### config.mk
export PLATFORM = sky130hd
export DESIGN_NAME = dma_desc_queue
export DESIGN_NICKNAME = d
export VERILOG_FILES = /design/src/rtl/dma_desc_queue.sv
export SDC_FILE = /design/constraint.sdc
export NUM_CORES = 1
export LEC_CHECK = 0
export ABC_AREA = 1
export ABC_CLOCK_PERIOD_IN_PS = 16980
export BUFFER_PORTS_ARGS = -buffer_cell sky130_fd_sc_hd__buf_2
export CORE_UTILIZATION = 50
export DETAILED_ROUTE_END_ITERATION = 7
export PLACE_DENSITY = 0.68
export SLEW_MARGIN = 20
export SYNTH_ARGS = -nofsm -noshare
export SYNTH_HDL_FRONTEND = slang
export SYNTH_SLANG_ARGS = --single-unit
### constraint.sdc
create_clock -name aclk -period 16.98 [get_ports aclk]
set_clock_uncertainty 0.15 [all_clocks]
set_input_delay 1.698 -clock aclk [delete_from_list [all_inputs] [get_ports aclk]]
set_output_delay 1.698 -clock aclk [all_outputs]
set_load 0.05 [all_outputs]
### src/rtl/dma_desc_queue.sv
// rtl/dma_desc_queue.sv - DMA descriptor/response queue with run/flush control

module dma_queue_fifo #(
    parameter int DEPTH = 8,
    parameter int W     = 8
) (
    input  logic                   clk,
    input  logic                   rst,
    input  logic                   clr,
    input  logic                   push,
    input  logic                   pop,
    input  logic [W-1:0]           wdata,
    output logic [W-1:0]           rdata,
    output logic [$clog2(DEPTH):0] count,
    output logic                   empty
);
    localparam int AW = $clog2(DEPTH);

    logic [W-1:0] mem [DEPTH];
    logic [AW:0]  wr_ptr;
    logic [AW:0]  rd_ptr;

    // Pointers carry one extra bit so full and empty are distinguishable.
    always_ff @(posedge clk) begin
        if (rst || clr) begin
            wr_ptr <= '0;
            rd_ptr <= '0;
            count  <= '0;
        end else begin
            if (push) wr_ptr <= wr_ptr + 1'b1;
            if (pop)  rd_ptr <= rd_ptr + 1'b1;
            case ({push, pop})
                2'b10:   count <= count + 1'b1;
                2'b01:   count <= count - 1'b1;
                default: count <= count;
            endcase
        end
    end

    always_ff @(posedge clk) begin
        if (push) mem[wr_ptr[AW-1:0]] <= wdata;
    end

    assign rdata = mem[rd_ptr[AW-1:0]];
    assign empty = (wr_ptr == rd_ptr);
endmodule

module dma_desc_queue #(
    parameter int DESC_DEPTH  = 8,
    parameter int RESP_DEPTH  = 8,
    parameter int DESC_DATA_W = 64
) (
    input  logic                          aclk,
    input  logic                          areset,
    input  logic                          aenable,
    input  logic                          i_flush,
    input  logic                          i_host_desc_wr,
    input  logic [7:0]                    i_host_desc_id,
    input  logic [1:0]                    i_host_desc_ch,
    input  logic [DESC_DATA_W-1:0]        i_host_desc_data,
    output logic                          o_host_desc_wready,
    output logic                          o_desc_rready,
    output logic [1:0]                    o_desc_ch_sel,
    output logic [7:0]                    o_desc_id,
    output logic [DESC_DATA_W-1:0]        o_desc_data,
    input  logic                          i_desc_rd,
    input  logic                          i_resp_wr,
    input  logic [7:0]                    i_resp_desc_id,
    input  logic [1:0]                    i_resp_ch_sel,
    output logic                          o_resp_wready,
    input  logic                          i_host_resp_rd,
    output logic                          o_host_resp_rready,
    output logic [7:0]                    o_host_resp_desc_id,
    output logic [1:0]                    o_host_resp_ch_sel,
    output logic [$clog2(DESC_DEPTH):0]   o_desc_count,
    output logic [$clog2(RESP_DEPTH):0]   o_resp_count,
    output logic                          o_irq,
    output logic                          o_overflow,
    input  logic                          i_err_clr
);
    localparam int DCW = $clog2(DESC_DEPTH) + 1;
    localparam int RCW = $clog2(RESP_DEPTH) + 1;
    localparam int DFW = 8 + 2 + DESC_DATA_W;
    localparam logic [DCW-1:0] DESC_FULL = DCW'(DESC_DEPTH);
    localparam logic [RCW-1:0] RESP_FULL = RCW'(RESP_DEPTH);

    typedef enum logic [1:0] {
        IDLE  = 2'd0,
        RUN   = 2'd1,
        FLUSH = 2'd2
    } state_t;

    state_t state;
    state_t state_next;

    logic           clr;
    logic           desc_push;
    logic           desc_pop;
    logic           resp_push;
    logic           resp_pop;
    logic           desc_empty;
    logic           resp_empty;
    logic [DFW-1:0] desc_head;
    logic [9:0]     resp_head;
    logic [DCW-1:0] desc_count_next;
    logic           host_desc_wready_q;
    logic           overflow_q;

    // A flush request discards anything pushed in the same cycle.
    assign clr = i_flush || (state == FLUSH);

    assign o_desc_rready      = (state == RUN) && !desc_empty;
    assign o_resp_wready      = (state == RUN) && (o_resp_count != RESP_FULL);
    assign o_host_resp_rready = (state != FLUSH) && !resp_empty;
    assign o_host_desc_wready = host_desc_wready_q;
    assign o_overflow         = overflow_q;
    assign o_irq              = (state == RUN) && !resp_empty;

    assign desc_push = i_host_desc_wr && o_host_desc_wready;
    assign desc_pop  = i_desc_rd && o_desc_rready;
    assign resp_push = i_resp_wr && o_resp_wready;
    assign resp_pop  = i_host_resp_rd && o_host_resp_rready;

    // Head fields read as zero whenever no valid entry is presented.
    assign o_desc_data         = o_desc_rready ? desc_head[DESC_DATA_W-1:0] : '0;
    assign o_desc_id           = o_desc_rready ? desc_head[DESC_DATA_W +: 8] : '0;
    assign o_desc_ch_sel       = o_desc_rready ? desc_head[DESC_DATA_W+8 +: 2] : '0;
    assign o_host_resp_desc_id = o_host_resp_rready ? resp_head[7:0] : '0;
    assign o_host_resp_ch_sel  = o_host_resp_rready ? resp_head[9:8] : '0;

    always_comb begin
        state_next = state;
        case (state)
            IDLE:    if (i_flush) state_next = FLUSH;
                     else if (aenable) state_next = RUN;
            RUN:     if (i_flush) state_next = FLUSH;
                     else if (!aenable) state_next = IDLE;
            FLUSH:   if (!i_flush) state_next = IDLE;
            default: state_next = IDLE;
        endcase
    end

    always_comb begin
        desc_count_next = o_desc_count;
        if (clr)
            desc_count_next = '0;
        else if (desc_push && !desc_pop)
            desc_count_next = o_desc_count + 1'b1;
        else if (!desc_push && desc_pop)
            desc_count_next = o_desc_count - 1'b1;
    end

    // Host push readiness is registered from next-cycle state and occupancy.
    always_ff @(posedge aclk) begin
        if (areset) begin
            state              <= IDLE;
            host_desc_wready_q <= 1'b0;
            overflow_q         <= 1'b0;
        end else begin
            state              <= state_next;
            host_desc_wready_q <= (state_next != FLUSH) && (desc_count_next != DESC_FULL);
            if (i_host_desc_wr && !o_host_desc_wready && (state != FLUSH))
                overflow_q <= 1'b1;
            else if (i_err_clr)
                overflow_q <= 1'b0;
        end
    end

    dma_queue_fifo #(
        .DEPTH (DESC_DEPTH),
        .W     (DFW)
    ) u_desc_fifo (
        .clk   (aclk),
        .rst   (areset),
        .clr   (clr),
        .push  (desc_push),
        .pop   (desc_pop),
        .wdata ({i_host_desc_ch, i_host_desc_id, i_host_desc_data}),
        .rdata (desc_head),
        .count (o_desc_count),
        .empty (desc_empty)
    );

    dma_queue_fifo #(
        .DEPTH (RESP_DEPTH),
        .W     (10)
    ) u_resp_fifo (
        .clk   (aclk),
        .rst   (areset),
        .clr   (clr),
        .push  (resp_push),
        .pop   (resp_pop),
        .wdata ({i_resp_ch_sel, i_resp_desc_id}),
        .rdata (resp_head),
        .count (o_resp_count),
        .empty (resp_empty)
    );
endmodule

==> results by group <==
Setup path
  • Critical Path AT: about 4.0 ns
  • Crit Path Class: reg -> out
  • Crit path max fanout: 87
  • Worst setup SP type: register
  • Worst reg-to-reg path cell count: 5
  • WP data required: 15.13 ns
  • CP Capture Type: output pin

Die
  • Die area: 57400 um^2
  • Die Width: between 200 and 250 um
  • Die Span Y: roughly 240 um
  • Ports: around 190
  • Initial Util: 50.9%
  • Core area: around 55000 um^2
  • Cell Rows: between 80 and 90

Yosys
  • Synth area leader: edfxtp_1
  • Share of flip-flops with an asynchronous set or reset: 0%
  • EDFF count, synth: approximately 670
  • Cell count after synthesis: about 2200
  • Post-Syn Area per Cell: between 10 and 15 um^2
  • Post-synth top flop: edfxtp_1
  • Syn nets: approximately 2300
  • Register area share after synthesis: 73.9%
  • Post-Syn Area: 28200 um^2
  • Syn. warnings: 0
  • Netlist cell types: 37
  • Synthesized flop and latch total: between 700 and 800
  • Top post-synthesis cells by area: edfxtp_1, nor2_1, o21ai_0
  • Top-area cell type share of the netlist area: between 70% and 80%

STA
  • Relative slew slack: between 15 and 20%
  • Fin. Hold Viols: 0
  • Post-route minimum period: approximately 5.8 ns
  • Maximum clock rate: roughly 0.17 GHz
  • Endpoints failing setup: 0
  • Setup TNS: 0 ns
  • Slew @ Worst Pin: approximately 1.3 ns
  • Slew Limit Fails: 0
  • RSZ-0062 raised after global routing: false
  • WHS: about 0.32 ns
  • Period utilisation layout: between 30% and 40%

Power and ir drop
  • Leakage power: ~0.011 uW
  • Pwr Total: between 3000 and 4000 uW
  • Worst vdd ir: ~81 uV
  • P per Cell Area: approximately 110 nW/um^2

CTS
  • CTS tree: built
  • # H-tree levels: 3
  • Skew-Pair Late Insertion Delay: approximately 0.60 ns
  • # Post-CTS Setup Buffers: 0
  • CTS Hold Bufs: 0
  • Root Buffer: clkbuf_16
  • Clock-pin slew on the worst setup and hold paths: 0.06 ns
  • Post-CTS sizing: 0
  • TritonCTS Sinks: about 710
  • Num CTS Buffers: around 70
  • CTS max path bufs: 3

Route
  • Vias post-DR: between 15000 and 20000
  • Via/cell ratio: 5.52
  • Drt pass-1 iters: 6
  • Avg WL per Cell: approximately 20 um
  • Routed wire length: ~63 mm
  • Antenna viol nets, final: 0
  • DRT iter0 DRCs: around 1500
  • Drt drc: 0

Global route
  • First-pass GRT wire length: 96.0 mm
  • Vias in the first global route: between 15000 and 20000
  • Largest net degree at the start of global routing: 189
  • Grt total ovfl: 0
  • Gr usage total: a little over a fifth
  • Initial antenna violation count: 12

Flow run
  • Maxcap violations: 0

Placed design
  • PortBufs: 190
  • Placed Area: approximately 30000 um^2
  • HPWL after detailed placement: between 30 and 40 mm
  • GPL Wtd Cong: approximately 0.8

Cells and area
  • Finished Core Util: a little under 60%
  • Multi-input combinational cell area: 6550 um^2
  • Layout cells sized above 1: ~14%
  • Register area: between 20000 and 25000 um^2
  • Fillcell total: roughly 4400
  • Synth-to-Final Area Change: 13.8%
  • Final Net Count: 2499
  • Final instance area: ~32000 um^2

Outcome
  • Status: complete, no violations

Hold path
  • Hold path cells: 2
  • HP Class: reg -> reg
==> final cells by class <==
| cell class | count | share of cell area (%) |
|---|---|---|
| well taps | 748 | 2.92 |
| inverters | 45 | 0.553 |
| diodes | 8 | 0.0624 |
| clock inverters | 30 | 1.19 |
| multi-input cells | 1356 | 20.4 |
| flip-flops and latches | 706 | 65.0 |
| repair buffers | 216 | 3.64 |
| clock buffers | 96 | 6.22 |
==> critical path: stages (launching register included) <==
cell	delay (ns)
dfxtp_4	0.66
buf_4	0.79
buf_4	0.74
nor2_1	0.12
nor2_1	0.11
o21ai_0	0.09
o211ai_1	0.13
nand2_1	0.07
nor2_1	0.23
buf_2	0.32
==> placed cells by master (no fill, tap or decap), types with 14 or more instances in the layout <==
cell / count
buf_4: 24
buf_2: 190
o21ai_0: 284
dfxtp_1: 31
clkbuf_16: 76
o21ai_1: 65
clkbuf_1: 18
edfxtp_1: 672
o211ai_1: 168
nand2_1: 140
clkinv_1: 14
inv_1: 34
a21oi_1: 27
nor2_1: 607
==> per-layer routing <==
layer / global-route usage [%] / part of all wire (%) / vias to the layer above
met5: 0 / 0.10 / -
met4: 8.12 / 2.4 / 12
met3: 3.85 / 5.5 / 98
met2: 35.5 / 49 / 490
met1: 29.5 / 43 / 8710
li1: - / - / 8394
==> state kept, by name, indices dropped and copies added, names as in the netlist, named ones only <==
register,cells
o_host_desc_wready,1
o_overflow,1
state,2
u_desc_fifo.count,4
u_desc_fifo.mem,592
u_desc_fifo.rd_ptr,4
u_desc_fifo.wr_ptr,4
u_resp_fifo.count,4
u_resp_fifo.mem,80
u_resp_fifo.rd_ptr,4
u_resp_fifo.wr_ptr,4
==> final timing paths <==
check                                startpoint                                to  slack, ns
setup / recovery                       register                   o_desc_data[63]      11.17
hold / removal          o_overflow$_SDFFE_PP0P_           o_overflow$_SDFFE_PP0P_       0.32
setup reg to reg  o_host_desc_wready$_SDFF_PP0_  u_desc_fifo.mem[3][57]$_DFFE_PP_      13.71
hold reg to reg         o_overflow$_SDFFE_PP0P_           o_overflow$_SDFFE_PP0P_       0.32
==> cells by family after synthesis <==
kind of cell | after synthesis | share of synthesized area (%)
simple gates | 787 | 10.9
fa+ha+maj | 10 | 0.443
flops | 706 | 73.9
xor+xnor | 13 | 0.403
buf+inv | 183 | 3.12
compound gates | 546 | 11.2
==> cells in the mapped netlist, types with 2 or more instances <==
cell and instances:
a21oi_1 27, buf_1 5, buf_2 38, buf_4 6
buf_6 16, clkbuf_1 73, dfxtp_1 34, edfxtp_1 672
ha_1 10, inv_1 36, inv_2 6, nand2_1 141
nand2_2 5, nand3_1 9, nand3_2 2, nor2_1 615
nor3_1 4, nor3_2 2, o211ai_1 168, o21ai_0 284
o21ai_1 65, xnor2_1 8, xor2_1 5
==> through the flow <==
step           setup WS (ns)  instances
2_1_floorplan           9.09       2245
3_3_place_gp           11.77       3070
6_report               11.17       3205
3_5_place_dp           11.77       3070
5_1_grt                10.93       3202
4_1_cts                11.12       3196
==> power by group <==
group          internal [uW]  switching (uW)  total, uW
logic                   17.2            44.2       61.5
clock network            962             630       1590
registers               1910            2.35       1910
total                   2890             676       3570
Power figures use the tool's default switching activity.
